## config.mk

```make
export PLATFORM = sky130hd
export DESIGN_NAME = ymc_control
export DESIGN_NICKNAME = d
export VERILOG_FILES = /design/src/rtl/ymc_control.sv
export SDC_FILE = /design/constraint.sdc
export NUM_CORES = 1
export LEC_CHECK = 0
export ABC_AREA = 1
export BUFFER_PORTS_ARGS = -buffer_cell sky130_fd_sc_hd__buf_4
export CORE_MARGIN = 10
export CORE_UTILIZATION = 51
export CTS_CLUSTER_DIAMETER = 120
export DETAILED_ROUTE_END_ITERATION = 10
export PLACE_DENSITY = 0.79
export SETUP_SLACK_MARGIN = 0.02
export SYNTH_ARGS = -nofsm -noshare
export SYNTH_HDL_FRONTEND = slang
export SYNTH_SLANG_ARGS = --single-unit
```

## constraint.sdc

```tcl
create_clock -name clk -period 2.2 [get_ports clk]
set_input_delay 0.55 -clock clk [delete_from_list [all_inputs] [get_ports clk]]
set_output_delay 0.55 -clock clk [all_outputs]
set_load 0.03 [all_outputs]
```

## src/rtl/ymc_control.sv

```systemverilog
// ymc_control: multicycle control sequencer for the RV32I-subset datapath.
// Holds the current instruction in an internal register and walks it
// through FETCH -> DECODE -> EXEC -> MEM -> WB. It drives the execute,
// data-memory and write-back control inputs each cycle, and it counts
// retired instructions.
//
// Ports:
//   clk       sole clock, rising edge
//   reset     synchronous active-high reset
//   memOut    instruction word from memory (captured in FETCH on memReady)
//   memReady  memory completes the current access this cycle
//   zero      ALU zero flag (branch resolution in EXEC)
//   ins       instruction register
//   op        ALU op: 000 and, 001 or, 010 add, 110 sub, 111 slt
//   ALUSrc    0 = rd2, 1 = immediate
//   MemRead   memory read request (instruction in FETCH, data in MEM)
//   MemWrite  data memory write request
//   Mem2Reg   write-back selects memory data
//   wbPC      write-back selects PC+4 (JAL link)
//   RegWrite  register file write enable
//   pcWrite   PC load strobe, one pulse per retired instruction
//   pcSel     next PC: 00 PC+4, 01 branch target, 10 jump target
//   illegal   sticky unsupported-instruction flag
//   instret   retired instruction count (wraps)
module ymc_control #(
    parameter int IW = 32
) (
    input  logic          clk,
    input  logic          reset,
    input  logic [IW-1:0] memOut,
    input  logic          memReady,
    input  logic          zero,
    output logic [IW-1:0] ins,
    output logic [2:0]    op,
    output logic          ALUSrc,
    output logic          MemRead,
    output logic          MemWrite,
    output logic          Mem2Reg,
    output logic          wbPC,
    output logic          RegWrite,
    output logic          pcWrite,
    output logic [1:0]    pcSel,
    output logic          illegal,
    output logic [IW-1:0] instret
);

    typedef enum logic [2:0] {
        S_FETCH  = 3'd0,
        S_DECODE = 3'd1,
        S_EXEC   = 3'd2,
        S_MEM    = 3'd3,
        S_WB     = 3'd4,
        S_HALT   = 3'd5
    } state_t;

    state_t        state_reg, state_next;
    logic [IW-1:0] ins_reg;
    logic [IW-1:0] instret_reg;
    logic          illegal_reg;

    // Instruction classification, taken from the instruction register.
    logic [6:0] opcode;
    logic [2:0] funct3;
    logic       is_r, is_i, is_lw, is_sw, is_beq, is_jal;
    logic       alu_f3_ok;
    logic [2:0] alu_op;
    logic       legal;

    assign opcode = ins_reg[6:0];
    assign funct3 = ins_reg[14:12];
    assign is_r   = (opcode == 7'b0110011);
    assign is_i   = (opcode == 7'b0010011);
    assign is_lw  = (opcode == 7'b0000011);
    assign is_sw  = (opcode == 7'b0100011);
    assign is_beq = (opcode == 7'b1100011);
    assign is_jal = (opcode == 7'b1101111);

    always_comb begin
        alu_op    = 3'b000;
        alu_f3_ok = 1'b1;
        case (funct3)
            3'b000:  alu_op = (is_r && ins_reg[30]) ? 3'b110 : 3'b010;
            3'b111:  alu_op = 3'b000;
            3'b110:  alu_op = 3'b001;
            3'b010:  alu_op = 3'b111;
            default: alu_f3_ok = 1'b0;
        endcase
    end

    assign legal = ((is_r || is_i) && alu_f3_ok) || is_lw || is_sw ||
                   (is_beq && funct3 == 3'b000) || is_jal;

    // retire is the ungated pcWrite: the counter and the PC move together.
    logic retire;
    logic set_illegal;

    always_comb begin
        state_next  = state_reg;
        op          = 3'b000;
        ALUSrc      = 1'b0;
        MemRead     = 1'b0;
        MemWrite    = 1'b0;
        Mem2Reg     = 1'b0;
        wbPC        = 1'b0;
        RegWrite    = 1'b0;
        pcWrite     = 1'b0;
        pcSel       = 2'b00;
        set_illegal = 1'b0;
        case (state_reg)
            S_FETCH: begin
                MemRead = 1'b1;
                if (memReady) state_next = S_DECODE;
            end
            S_DECODE: begin
                if (!legal) begin
                    set_illegal = 1'b1;
                    state_next  = S_HALT;
                end else if (is_jal) begin
                    state_next = S_WB;
                end else begin
                    state_next = S_EXEC;
                end
            end
            S_EXEC: begin
                if (is_r || is_i) begin
                    ALUSrc     = is_i;
                    op         = alu_op;
                    state_next = S_WB;
                end else if (is_lw || is_sw) begin
                    ALUSrc     = 1'b1;
                    op         = 3'b010;
                    state_next = S_MEM;
                end else begin
                    // BEQ resolves here: subtract and steer the PC on zero.
                    op         = 3'b110;
                    pcWrite    = 1'b1;
                    pcSel      = zero ? 2'b01 : 2'b00;
                    state_next = S_FETCH;
                end
            end
            S_MEM: begin
                ALUSrc   = 1'b1;
                op       = 3'b010;
                MemRead  = is_lw;
                MemWrite = is_sw;
                if (memReady) begin
                    if (is_sw) begin
                        pcWrite    = 1'b1;
                        state_next = S_FETCH;
                    end else begin
                        state_next = S_WB;
                    end
                end
            end
            S_WB: begin
                RegWrite   = 1'b1;
                pcWrite    = 1'b1;
                Mem2Reg    = is_lw;
                wbPC       = is_jal;
                pcSel      = is_jal ? 2'b10 : 2'b00;
                if (is_r || is_i) begin
                    ALUSrc = is_i;
                    op     = alu_op;
                end
                state_next = S_FETCH;
            end
            default: state_next = S_HALT;
        endcase

        retire = pcWrite;

        // Reset silences every strobe in the same cycle it is asserted.
        if (reset) begin
            op       = 3'b000;
            ALUSrc   = 1'b0;
            MemRead  = 1'b0;
            MemWrite = 1'b0;
            Mem2Reg  = 1'b0;
            wbPC     = 1'b0;
            RegWrite = 1'b0;
            pcWrite  = 1'b0;
            pcSel    = 2'b00;
        end
    end

    always_ff @(posedge clk) begin
        if (reset) begin
            state_reg   <= S_FETCH;
            ins_reg     <= '0;
            instret_reg <= '0;
            illegal_reg <= 1'b0;
        end else begin
            state_reg <= state_next;
            if (state_reg == S_FETCH && memReady) ins_reg <= memOut;
            if (retire) instret_reg <= instret_reg + IW'(1);
            if (set_illegal) illegal_reg <= 1'b1;
        end
    end

    assign ins     = ins_reg;
    assign instret = instret_reg;
    assign illegal = illegal_reg;

endmodule

```

Word level (Yosys, flattened, before mapping)
Index checks and enable logic that the tools add are counted.
Operators by class
  $add $sub $neg: 1
  eq/ne operators: 15
  multiplexer cells: 45
  reductions and logical operators: 14
Operators by type and width (count)
  3-bit two-way mux: 11
  32-bit by 1-bit adder with 32-bit output, second input constant: 1
  1-bit two-way mux: 24
  3-bit case mux with 3 select lines: 2
  3-bit case mux with 5 select lines: 1
  7-bit by 6-bit == test with 1-bit output, second input constant: 2
  7-bit == test, second input constant: 2
  3-bit by 2-bit == test with 1-bit output, second input constant: 3
  3-bit == test, second input constant: 3
  7-bit by 2-bit == test with 1-bit output, second input constant: 1
  7-bit by 5-bit == test with 1-bit output, second input constant: 1
  3-bit logical NOT: 2
  1-bit logical OR: 6
  2-bit two-way mux: 3
  1-bit case mux with 3 select lines: 2
  1-bit logical AND: 4
  2-bit != test, second input constant: 2
  2-bit case mux with 2 select lines: 1
  4-bit OR reduction: 1
  3-bit by 1-bit == test with 1-bit output, second input constant: 1
  1-bit case mux with 2 select lines: 1
  2-bit AND reduction: 1
Word-level totals
  flip-flop bits (word level): 68

Logic depth before layout (Yosys ltp)
  depth in word-level cells: 10
  mapped depth: 12

Worst setup path after synthesis
OpenSTA, ideal clock, no wires.
  kind: register to output
  start point: register ins_reg[1] (netlist: ins[1])
  end point: output port MemWrite
  arrival: 1.807 ns
  required time: 1.650 ns
  setup slack: -0.157 ns
  stages on the path, launching flop included: 5
  cells stage by stage: dfxtp_1 -> nand2_2 -> inv_1 -> nand2_2 -> nor4_1
On the way
  longest elaborated chain between the ends: 3
RTL lines
  from (decl): RTL line 57  | logic [IW-1:0] ins_reg;
  from (signal assigned): RTL line 194  | if (state_reg == S_FETCH && memReady) ins_reg <= memOut;
  7-bit by 6-bit == test with 1-bit output: RTL line 74  | assign is_sw = (opcode == 7'b0100011);
  1-bit two-way mux: RTL line 109  | case (state_reg)
  1-bit two-way mux: RTL line 173  | if (reset) begin
  to (decl): RTL line 37  | output logic MemWrite,
Every way passes these cells.

Worst setup path after layout
  start point: register state_reg[1]
  end point: output port pcWrite
On the way
  longest elaborated chain between the ends: 3
  elaborated cells between the ends (all ways): 5
  classes of those cells: 3 x eq/ne; 2 x mux
RTL lines
  from (decl): RTL line 56  | state_t state_reg, state_next;
  from (signal assigned): RTL line 193  | state_reg <= state_next;
  3-bit == test / 3-bit by 2-bit == test with 1-bit output (equally long branches): RTL line 109
  1-bit case mux with 3 select lines *: RTL line 109
  1-bit two-way mux *: RTL line 173
  to (decl): RTL line 41  | output logic pcWrite,
Mark *: on every way between the ends. The rest lies on a longest branch, timed or not.

==> run_results.csv <==
group,metric,value,unit
cells_and_area,layout_commonest_cell,"nand2_1",
floorplan,start_util,52.7,%
setup_path,timing.rr.start,"state_reg[1]$_SDFFE_PP0P_",
global_routing,track_usage,20.0,%
power,p_seq_share,44.0,%
setup_path,endpoint_kind,"output port",
setup_path,cp_num_buf_inv,2,
cells_and_area,stdcell_area,4990,um2
worst_hold_path,hold_depth,2,
sta,rsz0062_at_grt,"true",
setup_path,startpoint,"state_reg[1]$_SDFFE_PP0P_",
setup_path,regToRegEndpoint,"instret[2]$_SDFFE_PP0N_",
clock_tree,cts_hold_buf,0,
power,p_leak,2.06,nW
floorplan,die_area,10800,um2
place,place_congestion,0.913,
sta,layout_worst_path_cycle_share,99.0,%
setup_path,required,1.65,ns
global_routing,grt_max_degree,65,
setup_path,cp-start-kind,"register",
floorplan,dieHeight,104,um
sta,min_period,2.18,ns
worst_hold_path,hold_start,"ins[24]$_SDFFE_PP0P_",
drt,post-route-drc-count,0,
clock_tree,clkTransAtPathRegs,0.08,ns
logic_synthesis,synth-seq-cells,68,
sta,setup-tns-final,0,ns
status,status,"complete, no violations",
drt,wirelength,11.5,mm
power,power.total,3.16,mW
logic_synthesis,syn_area_per_cell,6.50,um2
cells_and_area,area_growth,38.5,%
power,p_per_area,632,nW/um2
cells_and_area,final_cell_mix,"143 x nand2_1, 122 x buf_4, 70 x nor2_1",
clock_tree,cts_buffer_depth,2,
logic_synthesis,syn_area,3600,um2
drt,dr.pass1.iters,5,
place,hpwl,8.50,mm
setup_path,rrSetupSlack,0.26,ns
worst_hold_path,hold_path.class,"register to register",
cells_and_area,layout-drive-gt1-share,29.6,%
setup_path,path_delay_family,"simple AND/OR/NAND/NOR gates",
power,p_int,2.10,mW
setup_path,critPathArrivalTime,1.63,ns
sta,slew_headroom,79.5,%
clock_tree,cts_buffers,9,
drt,via_count,4001,
global_routing,first_global_vias,3764,
floorplan,core,6830,um2
power,p_comb_share,22.4,%
logic_synthesis,yosys.area.top_type,"dfxtp_1",
logic_synthesis,ys_seq_area_share,37.8,%
logic_synthesis,syn-instance-count,554,
sta,finalHoldViolCount,0,
cells_and_area,num_antenna_cells,0,
run,maxCapViolCount,0,
global_routing,grt_antenna_before_repair,0,
drt,avgViaCountPerCell,5.17,
sta,finalMaxSlewViolations,0,
setup_path,crit_fanout,4,
clock_tree,cts_tree,"done",
setup_path,cp_cell_sequence,"inv_2, nor3_4, nand3_2, nand2_4, nor2_8, nor2_4, buf_6",
cells_and_area,nets,710,
clock_tree,htreeDepth,3,
sta,fmax,459,MHz
power,swShare,33.5,%
place,placed_area,4570,um2
power,p_clk_share,33.6,%
setup_path,slowest_delay,0.39,ns
drt,drt_iter0_drc,258,
setup_path,cpMaxStageDelayCell,"dfxtp_2",
drt,ant_nets,0,
sta,holdWs,0.449,ns
global_routing,grt.overflow.total,0,
power,worst_ir_drop_vdd,422,uV
worst_hold_path,min_to,"ins[24]$_SDFFE_PP0P_",
floorplan,row_count,30,
global_routing,grt_pass1_wl,18.2,mm
sta,skew,0.00927,ns
setup_path,reg2regPathDepth,10,
floorplan,ios,113,
clock_tree,clk_latency,0.35,ns
floorplan,die_w,104,um
drt,wl_per_cell,14.9,um
place,io_buffers,112,
logic_synthesis,synth_nets,591,
clock_tree,clockRootBuffer,"clkbuf_8",
sta,setup_violations,0,
sta,tightest_slew,0.307,ns
logic_synthesis,synth_top_area_share,37.8,%
clock_tree,cts_sinks,68,
logic_synthesis,yosys-top-cells-area,"dfxtp_1 38%, nand2_1 15%, a21oi_1 9.7%",
power,switching_power,1.06,mW
logic_synthesis,ys_types,33,
logic_synthesis,yosysWarnings,0,
setup_path,crit_type,"register to output port",
layout make-up:
cell class                      instances  area (um2)
Clock buffer                            9         124
Clock inverter                          7        76.3
Fill cell                             563        1840
Inverter                               64         253
Multi-Input combinational cell        403        2050
Sequential cell                        68        1380
Tap cell                               96         120
Timing Repair Buffer                  127         981
through the flow:
stage,utilization (%),cells,setup slack [ns]
after floorplan,-,554,0.0359
after global placement,66.8,751,0.312
after detailed placement,66.8,751,0.250
after CTS,70.8,769,0.0107
after global routing,73.1,774,-0.0569
final,73.1,774,0.0224
how the worst max path moves through the flow:
| stage | to | cells past startpoint |
|---|---|---|
| after floorplan | pcWrite | 9 |
| after global placement | op[0] | 5 |
| after detailed placement | op[2] | 8 |
| after CTS | op[2] | 7 |
| after global routing | pcWrite | 8 |
| final | pcWrite | 7 |
metal layers:
layer | global-route usage (%) | share of wire, %
met5 | 0 | 0
met1 | 21.6 | 39
met3 | 9.91 | 11
met4 | 7.06 | 2.2
met2 | 33.2 | 48
repair_timing:
item	CTS	global route
resized for setup	24	34
hold endpoints to repair	0	0
pin swaps	4	10
endpoints found under the setup margin	7	10
setup buffers	2	5
worst min-delay path, stage by stage, from the launching register on:
cell     delay (ns)
dfxtp_1        0.31
inv_1          0.05
a21oi_1        0.05
cells in the mapped netlist:
cell / instances
a211oi_1: 1
a21boi_0: 1
a21oi_1: 70
a21oi_2: 1
and2_1: 1
and3_1: 4
buf_4: 2
buf_6: 3
clkbuf_1: 14
dfxtp_1: 68
ha_1: 1
inv_1: 58
inv_2: 5
inv_6: 1
nand2_1: 147
nand2_2: 5
nand3_1: 19
nand3_2: 1
nand3b_1: 5
nand4_1: 3
nor2_1: 78
nor2_2: 2
nor2_4: 2
nor2_8: 1
nor3_1: 3
nor3_4: 1
nor4_1: 1
o2111ai_1: 1
o21ai_0: 37
o21ai_1: 1
o311ai_0: 1
xnor2_1: 2
xor2_1: 14
power groups by stage:
stage | sequential, mW | clock, mW | combinational [mW]
3_3_place_gp | 1.39 | 0 | 0.649
2_1_floorplan | 1.54 | 0 | 0.261
6_report | 1.39 | 1.06 | 0.707
5_1_grt | 1.40 | 1.13 | 0.768
4_1_cts | 1.38 | 1.08 | 0.674
3_5_place_dp | 1.40 | 0 | 0.659
logic make-up (layout without fill, tap and decap cells):
kind of cell | count (synthesis) | after routing | share of synthesized area [%]
compound gates | 113 | 113 | 16.1
buf+inv | 83 | 207 | 9.62
flops | 68 | 68 | 37.8
xor+xnor | 16 | 16 | 3.89
simple gates | 273 | 273 | 32.2
fa+ha+maj | 1 | 1 | 0.347
Note: power is estimated with default switching activity, not from simulation.
